$ cat config.mk
export PLATFORM = sky130hd
export DESIGN_NAME = cic_integ_decim
export DESIGN_NICKNAME = d
export VERILOG_FILES = /design/src/rtl/cic_integ_decim.sv
export SDC_FILE = /design/constraint.sdc
export NUM_CORES = 1
export LEC_CHECK = 0
export ABC_AREA = 1
export CELL_PAD_IN_SITES_DETAIL_PLACEMENT = 1
export CELL_PAD_IN_SITES_GLOBAL_PLACEMENT = 1
export CORE_UTILIZATION = 46
export DETAILED_ROUTE_END_ITERATION = 16
export GPL_TIMING_DRIVEN = 1
export PLACE_DENSITY = 0.86
export SYNTH_ARGS = -nofsm -noshare
export SYNTH_HDL_FRONTEND = slang
export SYNTH_SLANG_ARGS = --single-unit
export TNS_END_PERCENT = 10
$ cat constraint.sdc
create_clock -name clk -period 8.6 [get_ports clk]
set_input_delay 1.72 -clock clk [delete_from_list [all_inputs] [get_ports clk]]
set_output_delay 1.72 -clock clk [all_outputs]
set_load 0.03 [all_outputs]
$ cat src/rtl/cic_integ_decim.sv
// CIC integrator chain plus decimation phase counter and warm-up FSM; no backpressure, din is
// taken whenever din_valid=1. integ_out/integ_flag register on the R-th valid sample's edge.
module cic_integ_decim #(
  parameter int INBITWIDTH  = 16,
  parameter int EXTBITWIDTH = 43,
  parameter int N_STAGES    = 5,
  parameter int DEC_RATE    = 32,
  parameter int WARMUP_DECS = 5
) (
  input  logic                   clk,
  input  logic                   rst,
  input  logic                   din_valid,
  input  logic [INBITWIDTH-1:0]  din,
  input  logic                   sync,
  output logic [EXTBITWIDTH-1:0] integ_out,
  output logic                   integ_flag,
  output logic                   running
);

  localparam int PW = (DEC_RATE > 1) ? $clog2(DEC_RATE) : 1;
  // warm_cnt only needs to reach WARMUP_DECS-1 before the FSM leaves warm-up
  localparam int WW = (WARMUP_DECS > 1) ? $clog2(WARMUP_DECS) : 1;
  localparam logic [PW-1:0] PHASE_LAST = PW'(DEC_RATE - 1);
  localparam logic [WW-1:0] WARM_LAST  = WW'((WARMUP_DECS > 0) ? WARMUP_DECS - 1 : 0);

  localparam logic [0:0] ST_WARMUP = 1'b0;
  localparam logic [0:0] ST_RUN    = 1'b1;

  logic [EXTBITWIDTH-1:0] acc [N_STAGES];
  logic [EXTBITWIDTH-1:0] din_ext;
  logic [EXTBITWIDTH-1:0] last_nxt;
  logic [PW-1:0]          phase;
  logic [WW-1:0]          warm_cnt;
  logic [0:0]             state;
  logic                   dec_event;

  assign din_ext   = {{(EXTBITWIDTH-INBITWIDTH){din[INBITWIDTH-1]}}, din};
  assign dec_event = din_valid && (phase == PHASE_LAST) && !sync;
  assign running   = (state == ST_RUN);

  // Value the last stage takes on this edge, so the event publishes the just-updated sum.
  generate
    if (N_STAGES == 1) begin : g_one
      assign last_nxt = acc[0] + din_ext;
    end else begin : g_multi
      assign last_nxt = acc[N_STAGES-1] + acc[N_STAGES-2];
    end
  endgenerate

  always_ff @(posedge clk) begin
    if (rst) begin
      for (int k = 0; k < N_STAGES; k++) begin
        acc[k] <= '0;
      end
    end else if (din_valid) begin
      acc[0] <= acc[0] + din_ext;
      for (int k = 1; k < N_STAGES; k++) begin
        acc[k] <= acc[k] + acc[k-1];
      end
    end
  end

  always_ff @(posedge clk) begin
    if (rst) begin
      phase      <= '0;
      warm_cnt   <= '0;
      state      <= ST_WARMUP;
      integ_out  <= '0;
      integ_flag <= 1'b0;
    end else begin
      integ_flag <= 1'b0;
      if (sync) begin
        // A sample arriving with sync is the first sample of the new frame.
        phase    <= din_valid ? PW'(1) : '0;
        warm_cnt <= '0;
        state    <= ST_WARMUP;
      end else begin
        if (din_valid) begin
          phase <= (phase == PHASE_LAST) ? '0 : phase + PW'(1);
        end
        if (dec_event) begin
          integ_out  <= last_nxt;
          integ_flag <= (state == ST_RUN) || (WARMUP_DECS == 0);
        end
        if (state == ST_WARMUP) begin
          if (WARMUP_DECS == 0) begin
            state <= ST_RUN;
          end else if (dec_event) begin
            if (warm_cnt == WARM_LAST) begin
              state    <= ST_RUN;
              warm_cnt <= '0;
            end else begin
              warm_cnt <= warm_cnt + WW'(1);
            end
          end
        end
      end
    end
  end

endmodule

==> impl_metrics.yaml, run 1 <==
cts:
  clock_latency_ns: 0.59
  tritoncts: "done"
  tritoncts_num_sinks: 268
  hold_buffers: 0
  post_cts_buffers: 0
  cts_buffers: 36
  cts_root_buf: "clkbuf_16"
  cts_buffer_depth: 3
  cts_resized: 0
  h-tree-depth: 2
  cts.clk_slew.worst_paths_ns: 0.06
place:
  portBuffers: 64
  place_ws_ns: 3.82
  gp_congestion: 0.929
  dp_hpwl_um: 69700
floorplan:
  die_width_um: 232
  dieArea_um2: 53800
  start_util_pct: 47.0
  placementRows: 83
  io_pins: 65
  core_area_um2: 51700
  die_h_um: 232
synth:
  yosys.area.top_type_share_pct: 26.6
  yosysTopAreaCell: "edfxtp_1"
  ys_seq_area_share_pct: 30.9
  synthFlopType: "edfxtp_1"
  synth_nets: 3937
  syn_area_um2: 24300
  synth-edff-count: 215
  syn_avg_cell_area_um2: 6.58
  synth_common_cells: "nand2_1, inv_1, nor2_1"
  synth.most_common_cell: "nand2_1"
  async_reset_ff_share_pct: 0
  ys_types: 42
  syn_inst: 3698
  synth_area_leaders: "edfxtp_1, nand2_1, ha_1"
  synth-seq-cells: 268
  ys_warn_count: 0
worst_setup_path:
  cp-end-kind: "flop"
  start_kind: "primary input"
  required_ns: 9.02
  critPathMaxFanout: 91
  path_class: "in -> reg"
  crit_arrival_ns: 4.66
flow_run:
  cap_violations: 0
sta:
  rsz0062_at_grt: "no"
  setup_viol: 0
  drv_slew: 0
  clock-skew-final_ns: 0.0227
  min_period_over_period_pct: 49.3
  fin_ws_ns: 4.36
  slew_headroom_pct: 27.5
  fin_tns_setup_ns: 0
  tightest_slew_ns: 1.09
  timing.final.crit_period_ns: 4.24
  fmax_mhz: 236
  timing_hold_violations_final: 0
drt:
  dr.pass1.iters: 5
  dr.first_iter.drc_count: 1076
  post-route-drc-count: 0
  vias: 25000
  postRouteAntennaNets: 0
  wire_per_inst_um: 19.5
  vias_per_cell: 5.59
  totalWireLength_um: 87500
power:
  power_w: 0.00471
  ir_drop_mv: 0.144
  p_per_area_nw_per_um2: 175
  p_leak_nw: 13.1
run_status:
  outcome: "completed"
global_routing:
  antenna_found_initial: 0
  track_usage_pct: 33.0
  grt_overflow: 0
  first_global_vias: 27000
  grt_max_degree: 119
  grt_pass1_wl_um: 138000
final_layout:
  post_route_cells_drive_above_1_share_pct: 4.26
  area.sequential_um2: 7520
  multi_input_area_um2: 14700
  fin_util_pct: 51.9
  antennaDiodeCount: 0
  fin_nets: 4012
  n_fill_cell: 6980
  area_growth_pct: 10.5
min_path:
  hold_path_class: "reg -> reg"
==> worst max-delay path, cell delays in order <==
cell             delay [ns]
clkdlybuf4s50_1        0.57
inv_1                  0.16
nor2_4                 0.14
buf_4                  0.57
buf_4                  0.86
o21ai_0                0.27
a21oi_1                0.20
==> final cells by class <==
type / count / area share [%]
multi-input combinational: 2876 / 54.7
timing repair buffer: 73 / 2.68
sequential: 268 / 28.0
clock inverter: 12 / 0.354
clock buffer: 52 / 3.85
inverter: 518 / 7.24
tap: 680 / 3.17
==> cell families (layout without fill, tap and decap cells) <==
group | Yosys count | after routing | share of synthesized area (%)
flops | 268 | 268 | 30.9
simple gates | 1907 | 1907 | 32.3
xor+xnor | 25 | 25 | 0.901
fa+ha+maj | 219 | 219 | 11.4
compound gates | 725 | 725 | 15.8
buf+inv | 554 | 655 | 8.67
==> cell usage in the layout, fill, tap and decap left out, types with 10 or more instances in the layout <==
cell type        netlist  final
nor2_2                31     30
clkdlybuf4s50_1        0     64
edfxtp_1             215    215
xnor2_1               17     17
clkbuf_1              11     11
o21a_1                36     36
and2_1                12     12
o211ai_1              12     12
o21ai_0              208    208
dfxtp_1               53     53
o21ai_2               10     10
o21ai_1               10     10
nand2_1             1097   1096
nand3_1              171    171
nand3_2               14     14
inv_1                509    507
clkbuf_16              0     38
nor3_1                24     24
nand4_1               37     37
o21bai_1              16     16
nand2_2               27     27
nor2_1               476    476
a21oi_1              427    427
ha_1                 214    214
==> layer usage <==
layer / up-vias / part of all wire, % / wire length (µm) / global-route usage, %
met5: - / 0 / 0 / 0
met4: 0 / 7.1 / 6250 / 21.6
met3: 277 / 2.8 / 2480 / 3.65
met2: 499 / 51 / 45000 / 62.3
met1: 11900 / 39 / 33700 / 34.2
li1: 12400 / - / - / -
==> flip-flops by register name, indices dropped and copies added (netlist names) <==
name,flops
integ_flag,1
integ_out,43
acc,215
phase,5
warm_cnt,3
running,1
==> power breakdown <==
group | switching, W | leakage [nW] | internal (W)
clock | 0.000654 | 0.551 | 0.000867
sequential | 0.000110 | 2.80 | 0.00154
combinational | 0.00106 | 9.74 | 0.000469
==> worst paths after layout <==
check	slack [ns]	end	cells after the start	from
max reg2reg	5.49	acc[3][42]	15	acc[3][0]
min	0.49	phase[1]	2	phase[1]
max	4.36	acc[1][17]	7	din_valid
min reg2reg	0.49	phase[1]	2	phase[1]
==> stage by stage <==
step	area [µm²]	cells	hold WS, ns
floorplan	24300	3698	0.447
global placement	25700	4415	0.464
detailed placement	25700	4415	0.487
CTS	26900	4479	0.494
global route	26900	4479	0.510
finish	26900	4479	0.492
Power figures use the tool's default switching activity.
==> run 2, diff against run 1 <==
--- a/config.mk
+++ b/config.mk
@@ -8,10 +8,10 @@
 export ABC_AREA = 1
 export CELL_PAD_IN_SITES_DETAIL_PLACEMENT = 1
 export CELL_PAD_IN_SITES_GLOBAL_PLACEMENT = 1
-export CORE_UTILIZATION = 46
+export CORE_UTILIZATION = 42
 export DETAILED_ROUTE_END_ITERATION = 16
 export GPL_TIMING_DRIVEN = 1
-export PLACE_DENSITY = 0.86
+export PLACE_DENSITY = 0.83
 export SYNTH_ARGS = -nofsm -noshare
 export SYNTH_HDL_FRONTEND = slang
 export SYNTH_SLANG_ARGS = --single-unit
==> constraint.sdc (replaced) <==
create_clock -name clk -period 3.44 [get_ports clk]
set_input_delay 0.688 -clock clk [delete_from_list [all_inputs] [get_ports clk]]
set_output_delay 0.688 -clock clk [all_outputs]
set_load 0.03 [all_outputs]
==> run 2 against run 1 <==
Clock skew rose by 0.011 ns. Die area rose by 9.4%. Critical path depth rose by 6. First-iteration DRC count fell by 2.4%. Core utilization fell by 4.2 points. Largest cell class unchanged.
==> impl_metrics.yaml, run 2 (same netlist as run 1, synthesis figures left out) <==
run_status:
  outcome: "completed"
worst_setup_path:
  rrSetupSlack_ns: 0.55
  critPathSlowestCell: "edfxtp_1"
  worst_path_most_repeated_cell: "nand2_1"
  worstReg2RegEnd: "acc[2][38]"
  cp-endpoint: "acc[2][38]"
  rr_worst_depth: 13
  critPathMaxFanout: 5
  critPathMaxStageDelay_ns: 0.39
  cp-end-kind: "flop"
  start_kind: "flop"
  crit_arrival_ns: 3.21
  cp_top_family: "simple AND/OR/NAND/NOR gates"
  crit_chain: "ha_1 -> inv_1 -> fa_1 -> inv_1 -> nand2_1 -> o21ai_2 -> nand2_1 -> nand2_1 -> nand2_1 -> nand3_1 -> nand2_1 -> a21oi_1 -> nor2_1"
  setup.worst_path.start: "acc[1][0]"
  path_class: "reg -> reg"
  required_ns: 3.77
  worst-path-buf-inv: 2
  r2r-start: "acc[1][0]"
  crit_cells: 13
global_routing:
  antenna_found_initial: 0
  grt_max_degree: 75
  grt_overflow: 0
  grtUsageMet3_pct: 2.68
  track_usage_pct: 29.3
  busiest_layer: "met2"
  grt_pass1_wl_um: 136000
  use_met2_pct: 56.5
  first_global_vias: 26300
  grt_use_met1_pct: 31.7
cts:
  cts_buffer_depth: 3
  clock_latency_ns: 0.59
  hold_buffers: 0
  cts_resized: 0
  cts.clk_slew.worst_paths_ns: 0.06
  cts_root_buf: "clkbuf_16"
  h-tree-depth: 2
  tritoncts_num_sinks: 268
  tritoncts: "done"
  cts_buffers: 37
  post_cts_buffers: 0
final_layout:
  layout_common_cells: "nand2_1, inv_1, nor2_1"
  regMostFlops: "acc"
  final_common_cell: "nand2_1"
  largest_reg_flops: 215
  n_fill_cell: 7618
  top_regs: "acc: 215 flops, integ_out: 43 flops, phase: 5 flops"
  post_route_cells_drive_above_1_share_pct: 4.70
  antennaDiodeCount: 0
  area_growth_pct: 11.7
  final_area_um2: 27200
  fin_nets: 4025
power:
  p_int_w: 0.00728
  clockPowerShare_pct: 32.8
  swShare_pct: 38.8
  p_leak_nw: 13.2
  pwr-share-comb_pct: 32.3
  p_per_area_nw_per_um2: 438
  power.switching_w: 0.00461
  ir_drop_mv: 0.335
  power_frac_seq_pct: 34.9
place:
  dpl_cell_area_um2: 26000
  dp_hpwl_um: 70300
  gp_congestion: 0.926
  portBuffers: 64
floorplan:
  die_h_um: 243
  io_pins: 65
  start_util_pct: 42.8
  die_width_um: 243
  placementRows: 87
  dieArea_um2: 58900
  core_area_um2: 56800
sta:
  fin_tns_setup_ns: 0
  tightest_slew_ns: 0.716
  fmax_mhz: 346
  min_period_over_period_pct: 83.9
  clock-skew-final_ns: 0.0335
  slew_headroom_pct: 51.9
  fin_hold_ws_ns: 0.492
  rsz0062_at_grt: "no"
  setup_viol: 0
  timing_hold_violations_final: 0
  drv_slew: 0
  timing.final.crit_period_ns: 2.89
drt:
  totalWireLength_um: 86500
  dr.pass1.iters: 5
  dr.first_iter.drc_count: 1050
  post-route-drc-count: 0
  vias_per_cell: 5.44
  wire_per_inst_um: 18.9
  postRouteAntennaNets: 0
  vias: 24900
min_path:
  hold_path_class: "reg -> reg"
flow_run:
  cap_violations: 0
[run 2: worst reg2reg max path, stage by stage (launching register included)]
cell and delay (ns):
edfxtp_1 0.39, ha_1 0.30, inv_1 0.09, fa_1 0.39
inv_1 0.19, nand2_1 0.11, o21ai_2 0.24, nand2_1 0.08
nand2_1 0.14, nand2_1 0.09, nand3_1 0.20, nand2_1 0.17
a21oi_1 0.18, nor2_1 0.07
[run 2: through the flow]
step                util [%]  worst slack (ns)  std cells  total power, W
CTS                     47.8             0.539       4568          0.0119
detailed placement      45.7            0.0175       4503         0.00798
finish                  47.8             0.554       4568          0.0119
global placement        45.7             0.107       4503         0.00784
floorplan                  -             0.343       3698         0.00678
global route            47.8             0.379       4568          0.0125
[run 2: how the worst min path moves through the flow]
| stage | cells past startpoint | slack (ns) | startpoint | end |
|---|---|---|---|---|
| final | 2 | 0.49 | phase[4] | phase[4] |
| after global routing | 2 | 0.52 | warm_cnt[2] | warm_cnt[2] |
| after CTS | 2 | 0.49 | phase[4] | phase[4] |
| after detailed placement | 2 | 0.48 | phase[4] | phase[4] |
| after global placement | 2 | 0.46 | phase[4] | phase[4] |
| after floorplan | 2 | 0.45 | phase[4] | phase[4] |
[run 2: layout make-up]
type	count	area [µm²]	area share, %
flip-flops and latches	268	7520	27.7
multi-input cells	2876	14700	54.2
clock buffers	49	1050	3.88
inverters	518	1940	7.16
well taps	756	946	3.48
repair buffers	85	873	3.22
clock inverters	16	109	0.401
[run 2: power by group through the flow]
stage               logic, W  registers, W  clock network [W]
floorplan            0.00274       0.00404                  0
global placement     0.00365       0.00419                  0
detailed placement   0.00378       0.00420                  0
CTS                  0.00381       0.00414            0.00393
global route         0.00431       0.00417            0.00403
finish               0.00384       0.00414            0.00389
[run 2: per-layer routing]
layer,share of wire (%),vias up
li1,-,12400
met1,40,11900
met2,52,429
met3,2.6,199
met4,4.9,0
met5,0,-
==> run 3, diff against run 2 <==
==> constraint.sdc (replaced) <==
create_clock -name clk -period 2.55 [get_ports clk]
set_input_delay 0.51 -clock clk [delete_from_list [all_inputs] [get_ports clk]]
set_output_delay 0.51 -clock clk [all_outputs]
set_load 0.03 [all_outputs]
==> run 3 against run 2 <==
Setup slack worse by 0.48 ns. Highest routed layer unchanged. Sequential share of layout area fell by 1.8 points. Wire length is 4.1% higher. Total power increased by 41%. Non-clock buffer count grew 201. First-iteration DRC count decreased by 4.1%. Critical path depth shrank 3. Die area unchanged. Combinational power grew 50%. Clock skew down 0.0025 ns. Core utilization is 3.2 points higher.
==> impl_metrics.yaml, run 3 (same netlist as run 1, synthesis figures left out) <==
sta:
  fmax_mhz: 404
  drv_slew: 0
  timing.final.crit_period_ns: 2.48
  fin_hold_ws_ns: 0.481
  min_period_over_period_pct: 97.1
  rsz0062_at_grt: "yes"
  setup_viol: 0
  clock-skew-final_ns: 0.0310
  timing_hold_violations_final: 0
  tightest_slew_ns: 0.577
  slew_headroom_pct: 61.1
min_path:
  hold_path_class: "reg -> reg"
  hold_depth: 2
  min_delay_worst_endpoint: "integ_flag"
  hold_start: "running"
place:
  portBuffers: 64
  dp.cells: 4700
  gp_congestion: 0.949
  dp_hpwl_um: 73400
final_layout:
  regMostFlops: "acc"
  area_growth_pct: 19.2
  antennaDiodeCount: 0
  n_fill_cell: 7660
  layout_common_cells: "nand2_1, inv_1, nor2_1"
  top_regs: "acc: 215 flops, integ_out: 43 flops, phase: 5 flops"
  largest_reg_flops: 215
  final_cells: 4769
  post_route_cells_drive_above_1_share_pct: 10.5
  fin_nets: 4225
  final_common_cell: "nand2_1"
drt:
  wire_per_inst_um: 18.9
  dr.pass1.iters: 5
  vias: 25900
  postRouteAntennaNets: 0
  post-route-drc-count: 0
  totalWireLength_um: 90100
  dr.first_iter.drc_count: 1007
  vias_per_cell: 5.43
floorplan:
  die_width_um: 243
  dieArea_um2: 58900
  start_util_pct: 42.8
  io_pins: 65
  placementRows: 87
  die_h_um: 243
  core_area_um2: 56800
cts:
  cts_buffers: 36
  cts_root_buf: "clkbuf_16"
  tritoncts_num_sinks: 268
  h-tree-depth: 2
  cts_buffer_depth: 3
  tritoncts: "done"
  hold_buffers: 0
  cts.clk_slew.worst_paths_ns: 0.06
  clock_latency_ns: 0.58
flow_run:
  cap_violations: 0
global_routing:
  first_global_vias: 28200
  grt_max_degree: 58
  grt_pass1_wl_um: 143000
  track_usage_pct: 30.6
  grt_overflow: 0
  antenna_found_initial: 0
worst_setup_path:
  worstReg2RegEnd: "acc[3][35]"
  rrSetupSlack_ns: 0.07
  required_ns: 2.88
  path_class: "reg -> reg"
  cp-end-kind: "flop"
  critPathMaxFanout: 5
  r2r-start: "acc[3][18]"
  start_kind: "flop"
  rr_worst_depth: 10
  crit_arrival_ns: 2.81
power:
  p_leak_nw: 14.3
  ir_drop_mv: 0.616
  power_w: 0.0168
  p_per_area_nw_per_um2: 578
run_status:
  outcome: "completed"
-- run 3: how the worst max path moves through the flow --
stage	startpoint	endpoint	slack, ns	depth (start not counted)
after floorplan	rst	acc[0][0]	0.11	4
final	acc[3][18]	acc[3][35]	0.07	10
after detailed placement	din[15]	acc[0][35]	-0.49	12
after global placement	din[15]	acc[0][35]	-0.49	12
after CTS	acc[3][0]	acc[3][36]	0.02	13
after global routing	acc[2][15]	acc[2][29]	-0.04	10
-- run 3: what timing repair did --
item / in CTS / in global routing
setup buffers: 0 / 4
setup endpoints to repair: 2 / 52
gates resized for setup: 2 / 55
pin swaps: 0 / 9
-- run 3: area by class of cell --
| type | count | area (µm²) | share of cell area (%) |
|---|---|---|---|
| Clock buffer | 52 | 1070 | 3.68 |
| Clock inverter | 13 | 148 | 0.509 |
| Sequential cell | 268 | 7520 | 25.9 |
| Multi-Input combinational cell | 2876 | 14900 | 51.4 |
| Tap cell | 756 | 946 | 3.26 |
| Inverter | 518 | 1940 | 6.71 |
| Timing Repair Buffer | 286 | 2470 | 8.53 |
-- run 3: report_power, final --
| part | internal [W] | leakage, nW | switching [W] |
|---|---|---|---|
| Clock | 0.00322 | 0.595 | 0.00218 |
| Combinational | 0.00203 | 10.9 | 0.00374 |
| Sequential | 0.00521 | 2.80 | 0.000384 |
| Total | 0.0105 | 14.3 | 0.00631 |
-- run 3: worst max-delay path, stage by stage (launching register included) --
cell	delay, ns
edfxtp_1	0.44
ha_1	0.39
a21oi_1	0.26
o21ai_0	0.19
a21oi_1	0.36
nand3_1	0.13
buf_4	0.18
nand2_1	0.09
nand3_1	0.08
nand2_1	0.06
nor2_1	0.04
-- run 3: stage by stage --
step	setup TNS [ns]	setup WS [ns]	util (%)	area [µm²]
global route	-0.205	-0.0393	51.0	29000
CTS	0	0.0165	50.7	28800
floorplan	0	0.107	-	24300
detailed placement	-9.89	-0.491	48.5	27600
global placement	-8.05	-0.490	48.5	27600
finish	0	0.0737	51.0	29000
-- run 3: layer usage --
metal / vias to the layer above / GRT usage (%) / wire length [µm]
met5: - / 0 / 0
met2: 532 / 57.6 / 46200
li1: 12800 / - / -
met1: 12200 / 32.1 / 35000
met4: 0 / 20.6 / 6600
met3: 308 / 2.86 / 2360
